`config.mk`:
```
export PLATFORM = sky130hd
export DESIGN_NAME = int_to_float_iter
export DESIGN_NICKNAME = d
export VERILOG_FILES = /design/src/rtl/int_to_float_iter.sv
export SDC_FILE = /design/constraint.sdc
export NUM_CORES = 1
export LEC_CHECK = 0
export ABC_AREA = 0
export CORE_MARGIN = 4
export CORE_UTILIZATION = 44
export DETAILED_ROUTE_END_ITERATION = 6
export GPL_ROUTABILITY_DRIVEN = 0
export GPL_TIMING_DRIVEN = 0
export PLACE_DENSITY = 0.75
export SYNTH_ARGS = -nofsm -noshare
export SYNTH_HDL_FRONTEND = slang
export SYNTH_SLANG_ARGS = --single-unit
```
`constraint.sdc`:
```
create_clock -name clk -period 3.4 [get_ports clk]
set_input_delay 0.51 -clock clk [delete_from_list [all_inputs] [get_ports clk]]
set_output_delay 0.51 -clock clk [all_outputs]
set_load 0.005 [all_outputs]
```
`src/rtl/int_to_float_iter.sv`:
```
// Iterative signed 32-bit integer to IEEE-754 single-precision converter.
// Normalizes the magnitude by left shifts (optionally 8 bits at a time while
// the top byte is clear), then rounds to nearest-even. One conversion in
// flight, valid/ready handshake on both sides.
module int_to_float_iter #(
  parameter bit MULTI_SHIFT = 1'b1
) (
  input  logic        clk,
  input  logic        reset,
  input  logic        in_valid,
  output logic        in_ready,
  input  logic [31:0] in,
  output logic        out_valid,
  input  logic        out_ready,
  output logic [31:0] out,
  output logic        inexact
);

  typedef enum logic [1:0] {
    IDLE  = 2'd0,
    NORM  = 2'd1,
    ROUND = 2'd2,
    DONE  = 2'd3
  } state_t;

  state_t      state;
  state_t      state_next;
  logic [31:0] mag;
  logic [31:0] mag_next;
  logic [7:0]  exponent;
  logic [7:0]  exponent_next;
  logic        sign;
  logic        sign_next;
  logic [31:0] out_next;
  logic        inexact_next;

  logic        guard;
  logic        sticky;
  logic        round_up;
  logic [23:0] frac_sum;

  // Round-to-nearest-even on the normalized magnitude; bit 23 of the sum is the mantissa carry-out.
  always_comb begin
    guard    = mag[7];
    sticky   = |mag[6:0];
    round_up = guard & (sticky | mag[8]);
    frac_sum = {1'b0, mag[30:8]} + {23'd0, round_up};
  end

  // Next-state and datapath update: hold everything by default, act per state.
  always_comb begin
    state_next    = state;
    mag_next      = mag;
    exponent_next = exponent;
    sign_next     = sign;
    out_next      = out;
    inexact_next  = inexact;
    case (state)
      IDLE: begin
        if (in_valid) begin
          sign_next     = in[31];
          // 0x80000000 negates to itself, which is the correct unsigned magnitude.
          mag_next      = in[31] ? (~in + 32'd1) : in;
          exponent_next = 8'd158;
          if (in == 32'd0) begin
            out_next     = 32'd0;
            inexact_next = 1'b0;
            state_next   = DONE;
          end else begin
            state_next   = NORM;
          end
        end else begin
          state_next = IDLE;
        end
      end
      NORM: begin
        if (mag[31]) begin
          state_next = ROUND;
        end else if (MULTI_SHIFT && (mag[31:24] == 8'd0)) begin
          mag_next      = {mag[23:0], 8'd0};
          exponent_next = exponent - 8'd8;
        end else begin
          mag_next      = {mag[30:0], 1'b0};
          exponent_next = exponent - 8'd1;
        end
      end
      ROUND: begin
        // A mantissa carry leaves frac_sum[22:0] at zero and bumps the exponent.
        exponent_next = exponent + {7'd0, frac_sum[23]};
        out_next      = {sign, exponent + {7'd0, frac_sum[23]}, frac_sum[22:0]};
        inexact_next  = guard | sticky;
        state_next    = DONE;
      end
      DONE: begin
        if (out_ready) begin
          state_next = IDLE;
        end else begin
          state_next = DONE;
        end
      end
      default: begin
        state_next = IDLE;
      end
    endcase
  end

  // State, datapath and registered handshake outputs; reset aborts any conversion.
  always_ff @(posedge clk or posedge reset) begin
    if (reset) begin
      state     <= IDLE;
      mag       <= 32'd0;
      exponent  <= 8'd0;
      sign      <= 1'b0;
      out       <= 32'd0;
      inexact   <= 1'b0;
      in_ready  <= 1'b1;
      out_valid <= 1'b0;
    end else begin
      state     <= state_next;
      mag       <= mag_next;
      exponent  <= exponent_next;
      sign      <= sign_next;
      out       <= out_next;
      inexact   <= inexact_next;
      in_ready  <= (state_next == IDLE);
      out_valid <= (state_next == DONE);
    end
  end

endmodule

```
Yosys cells after proc, flatten, opt, wreduce, memory -nomap -nowiden --
Cells that the tools add are included.
Storage, ports and cells: register bits 78, input port bits 36, output and inout port bits 35
Cells by class: add/sub/neg operators 5, eq/ne operators 7, mux-type cells 20, bitwise gates (word level) 4, reductions and logical operators 13
Operators by type and width (number):
- $mux W32 | 6
- $pmux W32 S2 | 2
- $add A32 B1 Y32 const B | 1
- $logic_not A32 Y1 | 1
- $not A32 Y32 | 1
- $add A23 B1 Y24 | 1
- $mux W8 | 3
- $pmux W8 S3 | 1
- $reduce_and A3 Y1 | 3
- $add A8 B1 Y8 | 1
- $logic_not A8 Y1 | 1
- $mux W2 | 4
- $pmux W2 S4 | 1
- $sub A8 B1 Y8 const B | 1
- $sub A8 B4 Y8 const B | 1
- $reduce_or A7 Y1 | 1
- $eq A2 B2 Y1 const B | 3
- $ne A2 B2 Y1 const B | 3
- $logic_not A2 Y1 | 2
- $reduce_and A2 Y1 | 2
- $reduce_bool A2 Y1 | 2
- $reduce_bool A3 Y1 | 1
- $eq A2 B1 Y1 const B | 1
- $mux W1 | 2
- other kinds (3) | 4

Longest topological paths before layout --
depth in word-level cells 6, depth in mapped cells 12, gate-level depth less buffers 11

Worst setup path before layout --
Ideal clock, no wire load.
kind reg-to-reg, start point reg mag[10], end point reg exponent[6], library setup time 0.080 ns, data arrival time 2.398 ns, setup slack 0.922 ns, stages on the path, launching flop included 13, clock period less this slack 2.478 ns, cell sequence dfrtp_1 buf_2 and4_1 nand3_1 nor4_1 and2_1 ha_1 ha_1 nand3_1 or3_1 a21oi_1 a31oi_1 o2bb2ai_1
On the way: cells in the longest elaborated chain, start to end 3
Ends and longest elaborated chain:
- from (decl) | line 28 | logic [31:0] mag;
- from (signal assigned) | line 120 | mag <= mag_next;
- $add A23 B1 Y24 | line 47 | frac_sum = {1'b0, mag[30:8]} + {23'd0, round_up};
- $add A8 B1 Y8 | line 89 | exponent_next = exponent + {7'd0, frac_sum[23]};
- $pmux W8 S3 | line 58 | case (state)
- to (signal assigned) | line 121 | exponent <= exponent_next;
- to (decl) | line 30 | logic [7:0] exponent;
Every way passes these cells. A chain may end at the register's enable or synchronous reset.

Worst setup path in the final report --
start point reg mag[17], end point reg exponent[6]
The elaborated chain is that of the path after synthesis.

==> impl_metrics.py <==
metrics = {
    "logic_synthesis": {
        "yosysSeqAreaShare": 0.365,
        "synthesis.area_um2": 5350,
        "synth_cell_types": 63,
        "synth_commonest_cells": "dfrtp_1, nand2_1, nor2_1",
        "netlist_instances": 571,
        "synth-main-ff-cell": "dfrtp_1",
        "synthesis.nets": 619,
        "ys_seq_elements": 78,
        "synth_edf_count": 0,
        "synth.top_cell.area_share": 0.360,
        "syn_area_per_cell_um2": 9.36,
        "synth_area_leaders": "dfrtp_1, xnor2_1, mux2i_1",
        "synthMostInstantiatedCell": "dfrtp_1",
        "synthArstFlopShare": 1.00,
        "synth_top_area_cell": "dfrtp_1",
        "synth-warning-count": 0,
    },
    "worst_setup_path": {
        "worstSetupPathType": "reg2reg",
        "arrival_ps": 3380,
        "required_ps": 3660,
        "cp-end-kind": "register",
        "crit_top_cell": "ha_1",
        "cp_slowest_cell": "dfrtp_1",
        "crit_fanout": 7,
        "worstPathCellList": "nand4_1 > or2_2 > nor4_1 > and2_1 > ha_1 > ha_1 > nand3_1 > or3_1 > a21oi_1 > a31oi_1 > o2bb2ai_1",
        "startpoint_type": "register",
        "slowest_delay_ps": 570,
    },
    "floorplanning": {
        "dieArea_um2": 14000,
        "ios": 71,
        "num_rows": 39,
        "start_util": 0.458,
        "core_area_um2": 11700,
        "fp.dieH_um": 118,
        "chipWidth_um": 118,
    },
    "global_route": {
        "grt-ovfl-total": 0,
        "grt_use_total": 0.225,
        "grt_pass1_wl_um": 25800,
        "grt_max_degree": 58,
        "grt_pass1_vias": 5112,
        "antenna_found_initial": 0,
    },
    "place": {
        "io_buffers": 69,
        "place_area_um2": 6240,
        "dpl.hpwl_um": 11600,
        "placed_cells": 784,
    },
    "detailed_routing": {
        "dr.pass1.iters": 6,
        "vias": 5094,
        "wire_per_inst_um": 19.9,
        "drt_iter0_markers": 630,
        "vias_per_cell": 6.37,
        "finalWirelength_um": 15900,
        "drc": 0,
        "ant_nets": 0,
    },
    "run_status": {
        "outcome": "finished, final reports clean",
    },
    "pwr": {
        "power_leakage_nw": 2.62,
        "swShare": 0.428,
        "p_sw_mw": 2.54,
        "combPwrFrac": 0.517,
        "internal_power_mw": 3.39,
        "p_per_area_nw_per_um2": 898,
        "p_seq_frac": 0.288,
        "finalPower_mw": 5.93,
        "clock_power_share": 0.194,
        "ir_drop_mv": 0.331,
    },
    "cts": {
        "cts_made_buffers": 9,
        "clockRootBuffer": "clkbuf_16",
        "clk_pin_slew_ps": 60,
        "clkSinkCount": 78,
        "cts_max_level": 3,
        "cts.path.max_buffers": 2,
        "cts_tree": "yes",
        "cts.repair.resized": 0,
        "hold_buffers": 0,
        "clk_latency_ps": 340,
        "postCtsSetupBuffers": 0,
    },
    "flow_run": {
        "cap_viol_max_count": 0,
    },
    "cells_and_area": {
        "fin_cells": 800,
        "n_fill_cell": 1028,
        "diodes": 0,
        "drive_gt1_frac": 0.0928,
        "final_area_um2": 6610,
        "finalCoreUtilization": 0.566,
        "finalNetCount": 700,
        "area_growth_pct": 23.6,
    },
    "timing": {
        "max_slew_margin": 0.410,
        "finalSetupViolCount": 0,
        "slew_violations": 0,
        "worst_pin_slew_ps": 886,
        "skew_ps": 5.59,
        "fin_crit_ps": 3120,
        "rsz0062_at_grt": "false",
        "period_share": 0.917,
        "hold_viol_final": 0,
        "max_freq_mhz": 321,
    },
    "worst_hold_path": {
        "hp-class": "in2async",
    },
}
stage by stage:
stage	hold slack, ps	setup TNS [ps]	worst slack [ps]
floorplan	450	0	897
CTS	494	0	280
global placement	472	-21900	-290
finish	481	0	283
global route	509	0	11.1
detailed placement	477	0	159
power by group through the flow:
stage	Clock [mW]	Combinational (mW)	Sequential [mW]
floorplan	0	2.00	1.61
global placement	0	2.90	1.68
detailed placement	0	2.99	1.71
CTS	1.16	3.02	1.70
global route	1.19	3.36	1.75
finish	1.15	3.07	1.71
layer usage:
| metal | vias to the layer above | part of all wire | global-route usage |
|---|---|---|---|
| met4 | 0 | 0.023 | 0.0835 |
| li1 | 2297 | - | - |
| met1 | 2457 | 0.41 | 0.290 |
| met5 | - | 0 | 0 |
| met2 | 293 | 0.49 | 0.383 |
| met3 | 47 | 0.081 | 0.0363 |
cell families after synthesis:
kind of cell / share of synthesized area
and+or+nand+nor: 0.172
AOI/OAI and AO/OA: 0.237
DFF: 0.365
buffers and inverters: 0.0515
xor gates and xnor gates: 0.0787
muxes: 0.0669
adders and majority gates: 0.0281
registers in the layout, summed over array words and instances, names as in the netlist:
signal and flops:
exponent 8, sign 1, out_valid 1, inexact 1, mag 32, state 2
in_ready 1, out 32
final timing paths:
check / slack [ps] / start / endpoint / cells after the start
max in group asynchronous: 2340 / reset / mag[1] / 3
min reg2reg: 490 / out[19] / out[19] / 1
max reg2reg: 280 / mag[17] / exponent[6] / 11
min in group clk: 490 / out[19] / out[19] / 1
min: 480 / reset / out[30] / 2
max: 280 / mag[17] / exponent[6] / 11
layout make-up:
class,instances,area [µm²],area share
multi-input combinational,427,3120,0.473
buffer,42,185,0.0280
inverter,24,92.6,0.0140
clock buffer,10,239,0.0362
clock inverter,6,116,0.0176
tap,143,179,0.0271
timing repair buffer,70,718,0.109
sequential,78,1950,0.296
cell usage in the layout, fill, tap and decap left out, drive strengths merged, types with 13 or more instances in the layout:
master / synthesis / final
o2bb2ai: 14 / 14
o21ai: 31 / 31
o221ai: 13 / 13
dfrtp: 77 / 77
xor2: 22 / 22
nor4: 14 / 14
nand2: 50 / 50
buf: 18 / 19
clkdlybuf4s50: 0 / 69
nor2: 32 / 32
inv: 24 / 26
mux2i: 20 / 20
a21oi: 24 / 24
mux2: 14 / 14
clkbuf: 24 / 34
xnor2: 26 / 26
nand3: 18 / 18
worst max-delay path: cells and delay by family, from the launching register on:
family | cells | cell delay (ps)
flops | 1 | 570
compound gates | 3 | 430
fa+ha+maj | 2 | 370
simple gates | 6 | 1670
Note: power is estimated with default switching activity, not from simulation.
